## src/rtl/enc4to2_rr.sv

```systemverilog
// Registered 4-to-2 request encoder with valid/ack handshake.
// RR=1 selects round-robin arbitration, RR=0 fixed priority (W[3] highest).
module enc4to2_rr #(
   parameter bit RR = 1'b1
) (
   input  logic       Clock,
   input  logic       Reset,
   input  logic       En,
   input  logic [3:0] W,
   input  logic       Ack,
   output logic [1:0] Y,
   output logic       z,
   output logic [0:3] G
);

   localparam logic IDLE  = 1'b0;
   localparam logic GRANT = 1'b1;

   logic       s;
   logic [1:0] p;
   logic [1:0] y_inc;
   logic       req;

   // Lowest scan offset from the pointer wins in RR mode.
   function automatic logic [1:0] sel(input logic [3:0] w,
                                      input logic [1:0] ptr);
      logic [1:0] r;
      logic [1:0] idx;
      r = 2'd0;
      if (RR) begin
         for (int i = 3; i >= 0; i--) begin
            idx = ptr + 2'(i);
            if (w[idx]) r = idx;
         end
      end else begin
         for (int i = 0; i < 4; i++) begin
            if (w[i]) r = 2'(i);
         end
      end
      return r;
   endfunction

   assign y_inc = Y + 2'd1;
   assign req   = En && (W != 4'b0000);
   assign z     = s;

   always_ff @(posedge Clock) begin
      if (Reset) begin
         s <= IDLE;
         Y <= 2'd0;
         p <= 2'd0;
      end else begin
         unique case (s)
            IDLE: begin
               if (req) begin
                  Y <= sel(W, p);
                  s <= GRANT;
               end
            end
            GRANT: begin
               if (Ack) begin
                  p <= y_inc;
                  if (req) Y <= sel(W, y_inc);
                  else     s <= IDLE;
               end
            end
            default: s <= IDLE;
         endcase
      end
   end

   always_comb begin
      G = 4'b0000;
      if (z) G[Y] = 1'b1;
   end

endmodule

```

## config.mk

```make
export PLATFORM = sky130hd
export DESIGN_NAME = enc4to2_rr
export DESIGN_NICKNAME = d
export VERILOG_FILES = /design/src/rtl/enc4to2_rr.sv
export SDC_FILE = /design/constraint.sdc
export NUM_CORES = 1
export LEC_CHECK = 0
export ABC_AREA = 1
export BUFFER_PORTS_ARGS = -buffer_cell sky130_fd_sc_hd__buf_2
export CORE_MARGIN = 5
export CORE_UTILIZATION = 40
export CTS_CLUSTER_SIZE = 12
export DETAILED_ROUTE_END_ITERATION = 6
export PLACE_DENSITY = 0.64
export REMOVE_ABC_BUFFERS = 1
export SLEW_MARGIN = 40
export SYNTH_ARGS = -nofsm -noshare
export SYNTH_HDL_FRONTEND = slang
export SYNTH_SLANG_ARGS = --single-unit
```

## constraint.sdc

```tcl
create_clock -name Clock -period 2.7 [get_ports Clock]
set_input_delay 0.135 -clock Clock [delete_from_list [all_inputs] [get_ports Clock]]
set_output_delay 0.135 -clock Clock [all_outputs]
set_load 0.02 [all_outputs]
```

==> flow_metrics.py <==
metrics = {
    "critical_path": {
        "required_ns": 2.84,
        "r2r_setup_slack_ns": 0.99,
        "worst_path_largest_cell_delay_ns": 0.38,
        "path_common_cell": "nand2_1",
        "path_max_fanout": 11,
        "end_kind": "flip-flop",
        "crit_path_cell_trace": "inv_2 -> ha_1 -> inv_1 -> nand2_1 -> nand2_2 -> nand2_1 -> nand2_1 -> nand2_1 -> nand2_1 -> nand2_1 -> a21oi_1 -> a21oi_1",
        "arrival_ns": 1.85,
        "crit_slowest_cell": "ha_1",
        "path_class": "reg -> reg",
        "start_kind": "flip-flop",
    },
    "cells_and_area": {
        "fill_cells": 175,
        "nets": 159,
        "fin_cells": 162,
        "area_delta_synth_final_pct": 16.9,
        "diodes": 0,
        "post-route-util": 0.506,
        "drive_above_1_share": 0.185,
    },
    "placement": {
        "gp_congestion": 0.889,
        "port_buffers": 14,
        "dp_hpwl_um": 1340,
        "dp.cells": 158,
    },
    "detailed_routing": {
        "routed_wl_um": 1640,
        "drt-initial-drc-count": 18,
        "antenna_left": 0,
        "routed_wire_length_per_instance_um": 10.1,
        "vias_per_cell": 4.94,
        "drc": 0,
        "dr.pass1.iters": 4,
        "dr_total_vias": 801,
    },
    "synth": {
        "synth-async-reset-ratio": 0,
        "synth.most_common_cell": "nand2_1",
        "ys.warnings.count": 0,
        "yosysSeqAreaShare": 0.150,
        "avgSynthCellArea_um2": 5.22,
        "synth_area_leader_cell": "nand2_1",
        "synth_top_area_frac": 0.309,
        "netlist_area_um2": 668,
        "yosys.cell_types.count": 17,
        "syn-instance-count": 128,
        "synth_area_leaders": "nand2_1 (31%), dfxtp_1 (15%), inv_1 (9.6%), ha_1 (7.5%), nand3_1 (7.5%)",
        "synth_seq_cells": 5,
        "ys.flop_type": "dfxtp_1",
        "synth_common_cells": "nand2_1 (55), inv_1 (17), nand3_1 (10)",
        "synth_edf_count": 0,
    },
    "grt": {
        "track_usage": 0.137,
        "use_met3": 0.0291,
        "grt_start_max_net_pins": 14,
        "grt_use_met2": 0.196,
        "grt_overflow": 0,
        "grt_pass1_wl_um": 2880,
        "grtUsageMet1": 0.211,
        "antenna_found_initial": 0,
        "grt.busiest_layer": "met1",
        "grt_pass1_vias": 671,
    },
    "clock_network": {
        "hold_buffers": 0,
        "cts_root_buf": "clkbuf_4",
        "clkLatencyLatePin_ns": 0.25,
        "post_cts_buffers": 0,
        "ctsResizeCount": 0,
        "htreeDepth": 1,
        "cts_buffer_depth": 2,
        "path_clk_slew_ns": 0.05,
        "cts.sinks": 5,
        "cts_tree": "done",
        "cts_buffers": 3,
    },
    "sta": {
        "tightest_slew_ns": 0.253,
        "fin_skew_ns": 0.0110,
        "max_freq_mhz": 583,
        "fin_crit_sh": 0.635,
        "setup-tns-final_ns": 0,
        "hold_viol_final": 0,
        "max_slew_margin": 0.830,
        "finalSetupViolations": 0,
        "slew_violations": 0,
        "fin_crit_ns": 1.71,
        "rsz0062_at_grt": "no",
    },
    "outcome": {
        "status": "finished, final reports clean",
    },
    "flow_run": {
        "drv_cap": 0,
    },
    "floorplanning": {
        "io_pins": 15,
        "core_area_um2": 1540,
        "rows": 14,
        "dieWidth_um": 50.9,
        "die_h_um": 50.9,
        "design.die.area_um2": 2590,
        "start_util": 0.433,
    },
    "power_and_ir_drop": {
        "peakVddDrop_v": 0.000291,
        "power_leakage_nw": 0.488,
        "powerDensity_nw_per_um2": 453,
    },
    "min_path": {
        "hold_class": "in -> reg",
    },
}
[worst paths after layout]
kind	to	startpoint	depth (start not counted)
worst max-delay path	Y[0]$_SDFFE_PP0P_	Y[0]$_SDFFE_PP0P_	12
worst min-delay path	z$_SDFF_PP0_	Reset	2
worst max register to register	Y[0]$_SDFFE_PP0P_	Y[0]$_SDFFE_PP0P_	12
worst min register to register	p[1]$_SDFFE_PP0P_	p[1]$_SDFFE_PP0P_	2
[metrics by stage]
stage	power [mW]	hold slack (ns)	setup WS, ns	instance area, µm²
floorplan	0.221	0.204	0.700	657
finish	0.354	0.0692	0.985	781
CTS	0.355	0.0659	0.990	781
global placement	0.262	0.309	1.06	754
global route	0.390	0.0888	0.814	781
detailed placement	0.265	0.319	0.999	754
[logic make-up after synthesis]
kind of cell | Yosys count | share of synthesized area
and+or+nand+nor | 80 | 0.509
buffers and inverters | 21 | 0.129
AOI/OAI and AO/OA | 18 | 0.137
DFF | 5 | 0.150
adders and majority gates | 4 | 0.0749
[where the power goes]
part,internal [mW],switching [mW],total (mW)
Sequential,0.0804,0.00763,0.0880
Combinational,0.0611,0.115,0.176
Clock,0.0560,0.0333,0.0894
Total,0.198,0.156,0.354
[layout make-up]
class | instances | area (µm²) | area share
well taps | 16 | 20.0 | 0.0256
flip-flops and latches | 5 | 100 | 0.128
repair buffers | 15 | 77.6 | 0.0994
multi-input cells | 102 | 482 | 0.617
clock buffers | 4 | 26.3 | 0.0337
inverters | 20 | 75.1 | 0.0962
[critical path, delay by kind of cell (launching register included)]
family | cells | cell delay, ns
and+or+nand+nor | 7 | 0.44
adders and majority gates | 1 | 0.38
DFF | 1 | 0.33
buffers and inverters | 2 | 0.26
AOI/OAI and AO/OA | 2 | 0.19
[placed cells by master (no fill, tap or decap)]
master,instances
clkbuf_4,3
ha_1,4
nand4_1,1
nand2_2,3
a21oi_1,7
dfxtp_1,5
a31oi_1,1
nand3_2,2
nand3_1,10
or2_1,1
inv_1,17
nor2_1,7
o21ai_1,3
buf_2,14
inv_2,3
o21ai_0,7
clkbuf_1,1
nor2_2,1
nand2_1,55
buf_4,1
[flip-flops by register name, indices dropped and copies added (netlist names)]
signal  cells
Y           2
z           1
p           2
[routing by layer]
layer | up-vias | wire, µm
met2 | 26 | 678
met4 | 0 | 13
met1 | 338 | 845
met3 | 3 | 106
met5 | - | 0
li1 | 434 | -
(Power assumes the default switching activity.)
